==> src/rtl/mem_bus_arbiter_pkg.sv <==
// Shared definitions for the memory-bus arbiter: FSM states, requester
// indices and default burst geometry.
package mem_bus_arbiter_pkg;

   localparam int DEF_BURST_WORDS = 4;
   localparam int DEF_BEAT_W      = 2;

   // Bit positions in the request/grant vectors
   localparam int REQ_IC = 0;
   localparam int REQ_DC = 1;

   typedef enum logic [1:0] {
      ST_IDLE   = 2'd0,
      ST_GNT_IC = 2'd1,
      ST_GNT_DC = 2'd2
   } state_t;

endpackage

==> src/rtl/mem_bus_arbiter_rr_arbiter_2.sv <==
// Combinational 2-way round-robin pick: masked requests in, one-hot grant out.
// On a tie the requester not served last wins.
module rr_arbiter_2
   import mem_bus_arbiter_pkg::*;
(
   input  logic [1:0] i_req,
   input  logic       i_last_dc,
   input  logic [1:0] i_mask,
   output logic [1:0] o_gnt
);

   logic [1:0] w_elig;

   assign w_elig = i_req & ~i_mask;

   always_comb begin
      o_gnt = w_elig;
      if (&w_elig) begin
         o_gnt = '0;
         if (i_last_dc) o_gnt[REQ_IC] = 1'b1;
         else           o_gnt[REQ_DC] = 1'b1;
      end
   end

endmodule

==> src/rtl/mem_bus_arbiter.sv <==
// Shares one backing-memory port between I-cache refill and D-cache
// refill/writeback; one line burst per grant, round-robin with a one-cycle gap.
module mem_bus_arbiter
   import mem_bus_arbiter_pkg::*;
#(
   parameter int BURST_WORDS = DEF_BURST_WORDS,
   parameter int BEAT_W      = DEF_BEAT_W
) (
   input  logic              clk_i,
   input  logic              rst_i,
   input  logic              ic_req_i,
   input  logic [29:0]       ic_addr_i,
   output logic [31:0]       ic_rdata_o,
   output logic              ic_rvalid_o,
   output logic              ic_done_o,
   input  logic              dc_req_i,
   input  logic              dc_we_i,
   input  logic [29:0]       dc_addr_i,
   input  logic [31:0]       dc_wdata_i,
   output logic              dc_wready_o,
   output logic [31:0]       dc_rdata_o,
   output logic              dc_rvalid_o,
   output logic              dc_done_o,
   output logic [BEAT_W-1:0] beat_o,
   output logic              mem_req_o,
   output logic              mem_we_o,
   output logic [29:0]       mem_addr_o,
   output logic [31:0]       mem_wdata_o,
   input  logic              mem_ready_i,
   input  logic [31:0]       mem_rdata_i
);

   state_t             r_state;
   logic [BEAT_W-1:0]  r_beat;
   logic               r_last_dc;
   logic [1:0]         r_mask;
   logic [29-BEAT_W:0] r_base_hi;
   logic               r_we;
   logic               r_mem_req;

   logic [1:0]         w_gnt;
   logic               w_last_beat;
   logic               w_gnt_ic;
   logic               w_gnt_dc;
   logic               w_unused;

   // Line-offset bits of the request address are replaced by the beat counter
   assign w_unused = ^{ic_addr_i[BEAT_W-1:0], dc_addr_i[BEAT_W-1:0]};

   rr_arbiter_2 u_rr (
      .i_req     ({dc_req_i, ic_req_i}),
      .i_last_dc (r_last_dc),
      .i_mask    (r_mask),
      .o_gnt     (w_gnt)
   );

   assign w_last_beat = (r_beat == BEAT_W'(BURST_WORDS - 1));
   assign w_gnt_ic    = (r_state == ST_GNT_IC);
   assign w_gnt_dc    = (r_state == ST_GNT_DC);

   always_ff @(posedge clk_i or negedge rst_i) begin
      if (!rst_i) begin
         r_state   <= ST_IDLE;
         r_beat    <= '0;
         r_last_dc <= 1'b0;
         r_mask    <= '0;
         r_base_hi <= '0;
         r_we      <= 1'b0;
         r_mem_req <= 1'b0;
      end else begin
         case (r_state)
            ST_IDLE: begin
               // The mask only lives for the single IDLE cycle after a done
               r_mask <= '0;
               r_beat <= '0;
               if (w_gnt[REQ_DC]) begin
                  r_state   <= ST_GNT_DC;
                  r_base_hi <= dc_addr_i[29:BEAT_W];
                  r_we      <= dc_we_i;
                  r_last_dc <= 1'b1;
                  r_mem_req <= 1'b1;
               end else if (w_gnt[REQ_IC]) begin
                  r_state   <= ST_GNT_IC;
                  r_base_hi <= ic_addr_i[29:BEAT_W];
                  r_we      <= 1'b0;
                  r_last_dc <= 1'b0;
                  r_mem_req <= 1'b1;
               end
            end
            ST_GNT_IC, ST_GNT_DC: begin
               if (mem_ready_i) begin
                  r_beat <= r_beat + BEAT_W'(1);
                  if (w_last_beat) begin
                     r_state   <= ST_IDLE;
                     r_mem_req <= 1'b0;
                     r_mask    <= w_gnt_dc ? 2'b10 : 2'b01;
                  end
               end
            end
            default: begin
               r_state   <= ST_IDLE;
               r_mem_req <= 1'b0;
            end
         endcase
      end
   end

   assign beat_o      = r_beat;
   assign mem_req_o   = r_mem_req;
   assign mem_we_o    = r_we;
   assign mem_addr_o  = {r_base_hi, r_beat};
   assign mem_wdata_o = dc_wdata_i;

   assign ic_rdata_o  = mem_rdata_i;
   assign dc_rdata_o  = mem_rdata_i;
   assign ic_rvalid_o = mem_ready_i & w_gnt_ic;
   assign dc_rvalid_o = mem_ready_i & w_gnt_dc & ~r_we;
   assign dc_wready_o = mem_ready_i & w_gnt_dc & r_we;
   assign ic_done_o   = mem_ready_i & w_gnt_ic & w_last_beat;
   assign dc_done_o   = mem_ready_i & w_gnt_dc & w_last_beat;

endmodule

==> config.mk <==
export PLATFORM = sky130hd
export DESIGN_NAME = mem_bus_arbiter
export DESIGN_NICKNAME = d
export VERILOG_FILES = /design/src/rtl/mem_bus_arbiter_pkg.sv /design/src/rtl/mem_bus_arbiter_rr_arbiter_2.sv /design/src/rtl/mem_bus_arbiter.sv
export SDC_FILE = /design/constraint.sdc
export NUM_CORES = 1
export LEC_CHECK = 0
export CELL_PAD_IN_SITES_DETAIL_PLACEMENT = 1
export CELL_PAD_IN_SITES_GLOBAL_PLACEMENT = 1
export CORE_ASPECT_RATIO = 1.1
export CORE_MARGIN = 10
export CORE_UTILIZATION = 17
export CTS_CLUSTER_DIAMETER = 120
export DETAILED_ROUTE_END_ITERATION = 16
export GPL_TIMING_DRIVEN = 0
export PLACE_DENSITY_LB_ADDON = 0.08
export SETUP_SLACK_MARGIN = 0.4
export SLEW_MARGIN = 20
export SYNTH_ARGS = -nofsm -noshare
export SYNTH_HDL_FRONTEND = slang
export SYNTH_HIERARCHICAL = 1
export SYNTH_SLANG_ARGS = --single-unit
==> constraint.sdc <==
create_clock -name clk_i -period 1.8 [get_ports clk_i]
set_clock_uncertainty 0.15 [all_clocks]
set_input_delay 0.45 -clock clk_i [delete_from_list [all_inputs] [get_ports clk_i]]
set_output_delay 0.45 -clock clk_i [all_outputs]
set_load 0.01 [all_outputs]
======== Word-level counts from Yosys, hierarchy flattened ========
Index checks and enable logic that the tools add are counted.
cells by class
  add/sub/neg operators ................... 1
  eq/ne operators ......................... 6
  multiplexer cells ....................... 24
  bitwise gates (word level) .............. 9
  reductions and logical operators ........ 9
operators with widths
  operator                                                         count
  28-bit 2-to-1 mux                                                2
  2-bit 2-to-1 mux                                                 9
  2-bit one-hot mux with 2 select lines                            3
  1-bit 2-to-1 mux                                                 9
  1-bit bitwise AND                                                6
  2-bit AND reduction                                              3
  3-bit AND reduction                                              2
  2-bit == test, second input constant                             2
  2-bit != test, second input constant                             2
  2-bit nonzero test                                               2
  3-bit by 1-bit != test with 1-bit output, second input constant  1
  2-bit by 1-bit adder with 2-bit output, second input constant    1
  2-bit bitwise AND                                                1
  2-bit by 1-bit == test with 1-bit output, second input constant  1
  2-bit logical NOT                                                1
  2-bit NOT                                                        1
  1-bit one-hot mux with 2 select lines                            1
  2-bit OR reduction                                               1
  1-bit NOT                                                        1
word-level totals
  register bits after elaboration ......... 37
  input bits .............................. 130
  output and inout bits ................... 135
  word-level logic and storage cells ...... 56

======== Logic depth before layout (Yosys ltp) ========
Gate-level depths: netlist of run 1.
  depth in word-level cells ............... 7
  gate-level depth with buffers ........... 8
  gate-level depth less buffers ........... 5

======== Hierarchy ========
Netlist of run 1, hierarchy kept.
modules (own cells, without submodules)
  module           times used  cells an instance  area each (µm²)  sequential area each (µm²)
  mem_bus_arbiter  1           270                2552.4           925.9
  rr_arbiter_2     1           4                  32.5             0.0

======== Least setup slack after synthesis of run 1 ========
No wires, ideal clock.
  path kind ............................... reg-to-reg
  start ................................... reg r_state[0]
  end ..................................... reg r_mem_req (netlist: mem_req_o)
  setup time .............................. 0.128 ns
  data arrival time ....................... 1.441 ns
  required time ........................... 1.522 ns
  slack ................................... 0.081 ns
  stages on the path, launching flop included .. 6
  buffers on the path ..................... 0
  clock period less this slack ............ 1.719 ns
  cell sequence ........................... dfrtp_1 -> inv_1 -> ha_1 -> a21bo_2 -> o21ai_1 -> mux2_1
between the ends
  cells in the longest elaborated chain, start to end .. 4
  elaborated cells on any way between the ends .. 9
  those cells by class .................... eq/ne (5); mux (1); reduce/logical (3)
RTL lines
  item                                                                       line                   RTL
  from (decl)                                                                mem_bus_arbiter.sv:33  state_t r_state;
  from (signal assigned)                                                     mem_bus_arbiter.sv:63  r_state <= ST_IDLE;
  from (signal assigned)                                                     mem_bus_arbiter.sv:77  r_state <= ST_GNT_DC;
  from (signal assigned)                                                     mem_bus_arbiter.sv:83  r_state <= ST_GNT_IC;
  2-bit by 1-bit == test with 1-bit output or 2-bit == test (tied branches)  mem_bus_arbiter.sv:71  case (r_state)
  2-bit OR reduction                                                         mem_bus_arbiter.sv:71
  2-bit != test (no source line)                                             -
  3-bit AND reduction (no source line)                                       -
  to (signal assigned)                                                       mem_bus_arbiter.sv:69  r_mem_req <= 1'b0;
  to (signal assigned)                                                       mem_bus_arbiter.sv:81  r_mem_req <= 1'b1;
  to (signal assigned)                                                       mem_bus_arbiter.sv:87  r_mem_req <= 1'b1;
  to (decl)                                                                  mem_bus_arbiter.sv:39  logic r_mem_req;
Parallel ways exist; a longest one is shown, timed or not.
A chain may end at the register's enable or synchronous reset.

======== Worst setup path in the final report of run 1 ========
  start ................................... reg r_state[0]
  end ..................................... out ic_done_o
between the ends
  cells in the longest elaborated chain, start to end .. 3
RTL lines
  item                                      line                    RTL
  2-bit by 1-bit == test with 1-bit output  mem_bus_arbiter.sv:58   assign w_gnt_ic = (r_state == ST_GNT_IC);
  1-bit bitwise AND (2 in a row)            mem_bus_arbiter.sv:119  assign ic_done_o = mem_ready_i & w_gnt_ic & w_last_beat;
  to (decl)                                 mem_bus_arbiter.sv:15   output logic ic_done_o,
Every way passes these cells.

==> qor.csv, run 1 <==
metric,value,unit
Final nets,654,
largest net degree at the start of global routing,21,
unrepaired setup endpoints after global routing,true,
"CP delay by family, top",flip-flops,
CP max stage cell,dfrtp_1,
"Cell Count, Final, Fillers Out",715,
Sink Count,37,
synth top area cells,"dfrtp_1 36%, buf_4 29%, mux2i_1 11%, nand2_1 5.2%, o21ai_1 3.7%",
final antenna diode count,0,
Ports,265,
Post-Place Setup Slack,-0.536,ns
"FFs w/ async S/R, synth",1.00,
CTS root buf,clkbuf_16,
Final Hold Fails,0,
Max-Cap Viols,0,
Crit path top cell by count,buf_6,
fillers,1700,
core footprint,15000,um^2
Synth area leader,dfrtp_1,
worst min path class,reg -> reg,
Die Wd,138,um
I/O Buffers,195,
Least-Margin Pin Slew,0.307,ns
DRT Pass-1 Iters,3,
residual DRC count,0,
DRT iter0 DRCs,48,
via count,2676,
register bit total from synthesis,37,
share of layout cells above drive strength 1,0.482,
DIE AREA,20500,um^2
CP Max Fanout,2,
Placed Cells,666,
worst hold start,r_base_hi[8]$_DFFE_PN0P_,
PwrDens,1230,nW/um^2
# rows,47,
post-synthesis cell count,274,
final setup fails,2,
worst endpoint required time,1.20,ns
Worst-path clk slew,0.06,ns
"Top FF cell, synth",dfrtp_1,
CP Class,reg -> out,
CTS tree,yes,
syn nets,410,
max_slew headroom,0.795,
Peak VDD IR,0.388,mV
Die Ht,149,um
area share of the largest cell type after synthesis,0.358,
CP Launch Point,r_state[0]$_DFFE_PN0P_,
vias in the first global route,3061,
worst skew pair latency,0.27,ns
WHS,0.336,ns
GR Overflow Total,0,
Avg Vias per Cell,3.74,
status,"complete, but fails checks",
"Slew Viols, Final",0,
origin of the critical flop-to-flop path,r_state[1]$_DFFE_PN0P_,
CP peak stage delay,0.40,ns
total CTS buffers,5,
GRT Total Usage,0.106,
"critical path, cell by cell","buf_6, ha_4, and3_1, buf_6",
startpoint types,register,
cell with the most instances after synthesis,buf_4,
Fmax achieved,553,MHz
RePlAce Congestion,0.686,
Yosys cell types,30,
Period minus WS final,1.81,ns
total leakage power,2.63,nW
CP Capture Type,output port,
worst setup margin,-0.00832,ns
"Period Utilization, post-route",1.00,
DR WL/cell,16.1,um
sequential element share of the synthesized area,0.358,
CP bufs+invs,2,
first-pass GRT wire length,17.1,mm
Area Overhead vs Synth,112,%
failing checks,setup timing,
Post-synth top cells,"101 x buf_4, 37 x dfrtp_1, 36 x nand2_1, 28 x mux2i_1, 19 x o21ai_1",
Post-Route WL,11.5,mm
Final TNS setup,-0.0127,ns
Initial Utilization,0.172,
Pwr Total,6.73,mW
Post-DP HPWL,9.47,mm
CTS max path bufs,2,
mean post-synth cell area,9.43,um^2
CTS H-tree lvls,2,
Synthesis Warnings,6,
synthesized area,2580,um^2
post-route ant nets,0,
initial antenna violation count,0,
"Arr. time, crit path",1.21,ns
Post-synth EDFFs,0,
==> metrics by stage <==
step	instance area, um^2	util
6_report	5480	0.365
5_1_grt	5480	0.365
4_1_cts	5420	0.361
3_5_place_dp	4870	0.325
3_3_place_gp	4850	0.323
2_1_floorplan	2650	-
==> sequential cells by signal (all words and copies together), names as in the netlist <==
| register | count |
|---|---|
| beat_o | 2 |
| mem_we_o | 1 |
| r_state | 2 |
| r_base_hi | 28 |
| r_last_dc | 1 |
| mem_req_o | 1 |
| r_mask | 2 |
==> power by group <==
group / internal, mW / leakage (nW) / switching, mW
Sequential: 1.24 / 0.456 / 0.303
Combinational: 2.63 / 2.11 / 1.71
Clock: 0.516 / 0.0652 / 0.330
==> repair_timing <==
item / in CTS / in global routing
setup buffers: 26 / 12
hold buffers: 1 / 0
gates cloned: 2 / 0
resized for setup: 425 / 42
endpoints found under the setup margin: 172 / 119
endpoints found under the hold margin: 3 / 0
pin swaps: 9 / 1
==> metal layers <==
metal / vias to the layer above / GRT usage / wire, um / part of all wire
met4: 0 / 0.0190 / 77 / 0.0067
met2: 139 / 0.198 / 6140 / 0.53
met1: 1238 / 0.0968 / 3470 / 0.30
met5: - / 0 / 0 / 0
met3: 6 / 0.0650 / 1840 / 0.16
li1: 1293 / - / - / -
==> path summary, 6_finish.rpt <==
check	cells after the start	endpoint	slack, ns
worst min-delay path	2	r_base_hi[8]$_DFFE_PN0P_	0.34
min in group asynchronous	2	r_base_hi[27]$_DFFE_PN0P_	0.50
worst max-delay path	4	ic_done_o	-0.008
max in group asynchronous	3	r_base_hi[0]$_DFFE_PN0P_	0.59
worst min register to register	2	r_base_hi[8]$_DFFE_PN0P_	0.34
worst max register to register	8	r_mask[0]$_DFFE_PN0P_	0.01
==> cells in the final DEF (no fill, tap or decap), drive strengths merged <==
| cell type | n |
|---|---|
| buf | 186 |
| clkdlybuf4s15 | 73 |
| clkdlybuf4s50 | 57 |
| dfrtp | 37 |
| nand2 | 36 |
| clkbuf | 34 |
| o21ai | 31 |
| mux2i | 28 |
| ha | 6 |
| mux2 | 4 |
| and3 | 3 |
| nand2b | 2 |
| dlygate4sd2 | 2 |
| inv | 2 |
| nor2 | 2 |
| nor2b | 2 |
| a31oi | 2 |
| and2 | 1 |
| nand3 | 1 |
| a21bo | 1 |
| a32o | 1 |
| a22o | 1 |
| and3b | 1 |
| o22ai | 1 |
| nand3b | 1 |
| bufbuf | 1 |
| dlygate4sd3 | 1 |
| o21a | 1 |
| a21oi | 1 |
==> worst min-delay path, stage by stage (launching register included) <==
cell and delay [ns]:
dfrtp_1 0.34, nand2_1 0.05, o21ai_1 0.06
==> cell families (layout without fill, tap and decap cells) <==
logic type | Yosys count | in the layout | share of synthesized area
AO/OA/AOI/OAI | 39 | 39 | 0.0847
adder cells (fa/ha/maj) | 6 | 6 | 0.0290
buffers and inverters | 111 | 356 | 0.317
flip-flops | 37 | 37 | 0.358
multiplexers | 32 | 32 | 0.126
AND/OR/NAND/NOR | 49 | 49 | 0.0857
==> final cells by class <==
type,instances,area [um^2],area share
clock buffer,8,136,0.0249
inverter,2,10.0,0.00183
multi-input combinational,126,983,0.180
timing repair buffer,237,2290,0.418
tap,196,245,0.0448
buffer,109,885,0.162
sequential,37,930,0.170
Note: power is estimated with default switching activity, not from simulation.
==> run 2: changes to the inputs <==
--- a/config.mk
+++ b/config.mk
@@ -10,10 +10,11 @@
 export CORE_ASPECT_RATIO = 1.1
 export CORE_MARGIN = 10
 export CORE_UTILIZATION = 17
+export CTS_BUF_LIST = sky130_fd_sc_hd__clkbuf_16
 export CTS_CLUSTER_DIAMETER = 120
 export DETAILED_ROUTE_END_ITERATION = 16
 export GPL_TIMING_DRIVEN = 0
-export PLACE_DENSITY_LB_ADDON = 0.08
+export PLACE_DENSITY_LB_ADDON = 0.1
 export SETUP_SLACK_MARGIN = 0.4
 export SLEW_MARGIN = 20
 export SYNTH_ARGS = -nofsm -noshare
==> qor.csv, run 2 (same netlist as run 1, synthesis figures left out) <==
metric,value,unit
status,"complete, but fails checks",
failing checks,setup timing,
PwrDens,1300,nW/um^2
Final nets,652,
Hold Crit Endpoint,r_base_hi[12]$_DFFE_PN0P_,
worst endpoint required time,1.20,ns
unrepaired setup endpoints after global routing,true,
Ports,265,
Avg Vias per Cell,3.81,
max_slew headroom,0.798,
"Period Utilization, post-route",1.02,
RePlAce Congestion,0.670,
DR WL/cell,16.4,um
CP max stage cell,dfrtp_1,
worst setup margin,-0.0315,ns
largest net degree at the start of global routing,22,
most frequent cells in the layout,"115 x buf_4, 68 x clkdlybuf4s15_1, 57 x clkdlybuf4s50_1",
reg2reg setup slack,-0.02,ns
terminus of the critical flop-to-flop path,r_mask[0]$_DFFE_PN0P_,
startpoint types,register,
storage element area,927,um^2
multi-input logic area,1140,um^2
share of layout cells above drive strength 1,0.551,
CP Max Fanout,3,
via count,2716,
"Slew Viols, Final",0,
# rows,47,
number of flip-flops under the largest register name,28,
CTS tree,yes,
Least-Margin Pin Slew,0.303,ns
post-route ant nets,0,
first-pass GRT wire length,16.8,mm
DRT iter0 DRCs,43,
"critical path, cell by cell","inv_2, ha_1, and3_1, buf_2",
GR Overflow Total,0,
Period minus WS final,1.83,ns
DRT Pass-1 Iters,2,
"Arr. time, crit path",1.23,ns
total leakage power,2.72,nW
Post-Place Setup Slack,-0.520,ns
Post-DP HPWL,9.46,mm
CTS max path bufs,2,
CTS H-tree lvls,2,
Die Wd,138,um
CP peak stage delay,0.42,ns
Register-to-Register Path Depth,6,
"most common cell after layout, fill and taps aside",buf_4,
Sink Count,37,
origin of the critical flop-to-flop path,r_state[1]$_DFFE_PN0P_,
Peak VDD IR,0.407,mV
worst min path class,reg -> reg,
WHS,0.349,ns
Worst-path clk slew,0.06,ns
fillers,1671,
CTS root buf,clkbuf_16,
vias in the first global route,2959,
CP Class,reg -> out,
DIE AREA,20500,um^2
final antenna diode count,0,
worst skew pair latency,0.27,ns
Final TNS setup,-0.126,ns
Final Hold Fails,0,
core footprint,15000,um^2
initial antenna violation count,0,
Max-Cap Viols,0,
Post-Route WL,11.7,mm
CP Capture Type,output port,
total CTS buffers,5,
Area Overhead vs Synth,120,%
worst hold start,r_base_hi[12]$_DFFE_PN0P_,
hold depth,2,
final setup fails,8,
GRT Total Usage,0.105,
residual DRC count,0,
I/O Buffers,195,
Die Ht,149,um
Fmax achieved,546,MHz
Initial Utilization,0.172,
Biggest register,r_base_hi,
## run 2: cell count changes in the layout (fill, tap and decap cells not counted), moves of 3 or more
cell	previous run	this run
buf_4	126	115
buf_6	48	51
clkbuf_1	3	0
clkbuf_16	5	8
nand2_1	35	19
nand2_2	1	12
nand2_4	0	5
o21ai_0	7	0
o21ai_1	22	7
o21ai_2	1	22
## run 2: power breakdown
group / internal, mW / switching, mW
registers: 1.24 / 0.336
logic: 2.98 / 2.02
clock network: 0.501 / 0.333
total: 4.72 / 2.69
## run 2: what timing repair did
action                     CTS  global route
cloned                       3             2
hold endpoints to repair     9             0
gates resized for setup    430            93
setup endpoints to repair  172           122
pin swaps                    4            36
hold buffers                 1             0
buffers inserted            18            15
## run 2: cell type report
| class | count | area share |
|---|---|---|
| sequential | 37 | 0.163 |
| timing repair buffer | 235 | 0.409 |
| clock buffer | 5 | 0.0220 |
| tap | 196 | 0.0431 |
| multi-input combinational | 126 | 0.201 |
| inverter | 2 | 0.00132 |
| clock inverter | 3 | 0.00220 |
| buffer | 109 | 0.159 |
## run 2: worst max-delay path, delay by kind of cell, from the launching register on
family / cells / cell delay (ns)
DFF: 1 / 0.42
buffers and inverters: 2 / 0.21
adders and majority gates: 1 / 0.19
and+or+nand+nor: 1 / 0.14
## run 2: through the flow
step	total power [mW]	cells	cell area, um^2	util
finish	7.41	713	5690	0.379
global placement	4.75	665	4850	0.323
CTS	6.67	696	5420	0.362
floorplan	3.17	274	2650	-
detailed placement	4.81	666	4870	0.325
global route	7.95	713	5690	0.379
## run 2: how the worst max path moves through the flow
stage / from / end / slack [ns] / cells after the start
after CTS: r_state[1]$_DFFE_PN0P_ / ic_done_o / -0.02 / 4
after global placement: rst_i / r_base_hi[25]$_DFFE_PN0P_ / -0.93 / 1
after detailed placement: ic_req_i / r_base_hi[17]$_DFFE_PN0P_ / -0.52 / 9
after global routing: r_state[1]$_DFFE_PN0P_ / ic_done_o / -0.09 / 4
after floorplan: r_state[0]$_DFFE_PN0P_ / mem_req_o$_DFFE_PN0P_ / 0.20 / 5
final: r_state[1]$_DFFE_PN0P_ / ic_done_o / -0.03 / 4
## run 2: metal layers
| metal | up-vias | GRT usage | share of wire |
|---|---|---|---|
| li1 | 1289 | - | - |
| met1 | 1263 | 0.0960 | 0.31 |
| met2 | 158 | 0.184 | 0.50 |
| met3 | 6 | 0.0765 | 0.18 |
| met4 | 0 | 0.0237 | 0.0083 |
| met5 | - | 0 | 0 |
==> run 3: changes to the inputs <==
--- a/config.mk
+++ b/config.mk
@@ -15,6 +15,7 @@
 export DETAILED_ROUTE_END_ITERATION = 16
 export GPL_TIMING_DRIVEN = 0
 export PLACE_DENSITY_LB_ADDON = 0.1
+export REMOVE_ABC_BUFFERS = 1
 export SETUP_SLACK_MARGIN = 0.4
 export SLEW_MARGIN = 20
 export SYNTH_ARGS = -nofsm -noshare
==> qor.csv, run 3 (same netlist as run 1, synthesis figures left out) <==
metric,value,unit
Ports,265,
Register-to-Register Path Depth,6,
hold depth,2,
startpoint types,register,
Initial Utilization,0.172,
fillers,1704,
Period minus WS final,1.87,ns
P_int,4.17,mW
via count,2068,
Die Wd,138,um
terminus of the critical flop-to-flop path,mem_req_o$_DFFE_PN0P_,
worst setup margin,-0.0716,ns
GR Util met1,0.130,
CP Max Fanout,4,
Avg Vias per Cell,3.99,
storage element area,926,um^2
core footprint,15000,um^2
multi-input logic area,952,um^2
switching power total,2.26,mW
most frequent cells in the layout,"57 x clkdlybuf4s50_1, 42 x buf_6, 37 x dfrtp_1",
number of flip-flops under the largest register name,28,
CTS H-tree lvls,2,
Biggest register,r_base_hi,
sequential share of power,0.239,
status,"complete, but fails checks",
Area Overhead vs Synth,51.3,%
Final nets,457,
Final Util,0.261,
vias in the first global route,2295,
Final Hold Fails,0,
PwrDens,1650,nW/um^2
final setup fails,13,
share of layout cells above drive strength 1,0.351,
Least-Margin Pin Slew,0.329,ns
GR Overflow Total,0,
I/O Buffers,100,
worst hold start,r_base_hi[5]$_DFFE_PN0P_,
Die Ht,149,um
# rows,47,
GR Layer Usage met2,0.179,
worst endpoint required time,1.20,ns
GRT Total Usage,0.140,
DR WL/cell,28.8,um
"Slew Viols, Final",0,
CTS root buf,clkbuf_16,
Peak VDD IR,0.387,mV
DRT Pass-1 Iters,4,
"most common cell after layout, fill and taps aside",clkdlybuf4s50_1,
Post-DP HPWL,12.3,mm
origin of the critical flop-to-flop path,r_state[0]$_DFFE_PN0P_,
Post-Route WL,14.9,mm
CP max stage cell,dfrtp_1,
unrepaired setup endpoints after global routing,true,
post-route ant nets,0,
Hold Crit Endpoint,r_base_hi[5]$_DFFE_PN0P_,
worst min path class,reg -> reg,
Sink Count,37,
Fmax achieved,534,MHz
final antenna diode count,0,
Worst-path clk slew,0.06,ns
"Period Utilization, post-route",1.04,
CTS tree,yes,
DIE AREA,20500,um^2
worst skew pair latency,0.28,ns
total CTS buffers,5,
total leakage power,1.76,nW
residual DRC count,0,
max_slew headroom,0.781,
"Arr. time, crit path",1.27,ns
failing checks,setup timing,
CP peak stage delay,0.43,ns
largest net degree at the start of global routing,22,
initial antenna violation count,0,
Gate power share,0.628,
Pwr Total,6.44,mW
first-pass GRT wire length,19.7,mm
Clock Power Share,0.132,
DRT iter0 DRCs,51,
RePlAce Congestion,0.691,
WHS,0.351,ns
CTS max path bufs,2,
met3 global-route usage,0.189,
most crowded layer after global routing,met3,
CP Class,reg -> out,
Max-Cap Viols,0,
"critical path, cell by cell","inv_2, ha_4, and3_1, buf_2",
sw frac,0.352,
CP Capture Type,output port,
reg2reg setup slack,-0.07,ns
run 3: cell types whose count changed in the layout (fill, tap and decap cells not counted), moves of 5 or more:
cell | before | now
buf_4 | 115 | 24
clkdlybuf4s15_1 | 68 | 1
clkbuf_2 | 25 | 0
o21ai_2 | 22 | 1
nand2_1 | 19 | 36
nand2_2 | 12 | 0
o21ai_1 | 7 | 19
o21ai_0 | 0 | 10
buf_6 | 51 | 42
buf_8 | 7 | 0
buf_16 | 3 | 8
nand2_4 | 5 | 0
run 3: power by group through the flow:
stage | Combinational (mW) | Sequential, mW | Clock, mW
5_1_grt | 4.41 | 1.59 | 0.920
4_1_cts | 3.85 | 1.53 | 0.895
3_3_place_gp | 2.57 | 1.48 | 0
3_5_place_dp | 2.76 | 1.50 | 0
2_1_floorplan | 1.06 | 1.64 | 0
6_report | 4.04 | 1.54 | 0.850
run 3: how the worst max path moves through the flow:
| stage | from | cells past startpoint | to |
|---|---|---|---|
| floorplan | ic_req_i | 5 | r_base_hi[0]$_DFFE_PN0P_ |
| global placement | ic_req_i | 6 | r_base_hi[25]$_DFFE_PN0P_ |
| detailed placement | mem_ready_i | 3 | ic_done_o |
| CTS | r_state[0]$_DFFE_PN0P_ | 4 | dc_done_o |
| global route | r_state[1]$_DFFE_PN0P_ | 9 | r_base_hi[9]$_DFFE_PN0P_ |
| finish | r_state[1]$_DFFE_PN0P_ | 4 | ic_done_o |
run 3: cell type report:
cell class / count / area share
clock inverters: 3 / 0.00288
inverters: 2 / 0.00192
well taps: 196 / 0.0627
repair buffers: 149 / 0.420
multi-input cells: 126 / 0.243
flip-flops and latches: 37 / 0.237
clock buffers: 5 / 0.0320
run 3: worst max-delay path, delay by kind of cell, from the launching register on:
family        cells  cell delay (ns)
fa+ha+maj         1             0.14
buf+inv           2             0.28
flops             1             0.43
simple gates      1             0.14
run 3: repair_timing:
action | 4_1_cts | 5_1_grt
resized for setup | 222 | 11
buffers inserted | 29 | 10
hold endpoints to repair | 16 | 0
hold buffers | 1 | 0
setup endpoints to repair | 76 | 97
pin swaps | 6 | 3
gates cloned | 4 | 0
run 3: routing by layer:
metal,up-vias,part of all wire
met5,-,0.0037
met4,2,0.0074
met3,11,0.29
met2,210,0.38
met1,944,0.32
li1,901,-
run 3: metrics by stage:
step	worst slack (ns)	cells	cell area (um^2)	TNS, ns
floorplan	-2.73	165	1770	-86.49
global placement	-5.74	461	3020	-227.12
detailed placement	-0.665	466	3160	-19.62
CTS	-0.0787	508	3770	-0.651
global route	-0.142	518	3910	-3.17
finish	-0.0716	518	3910	-0.515
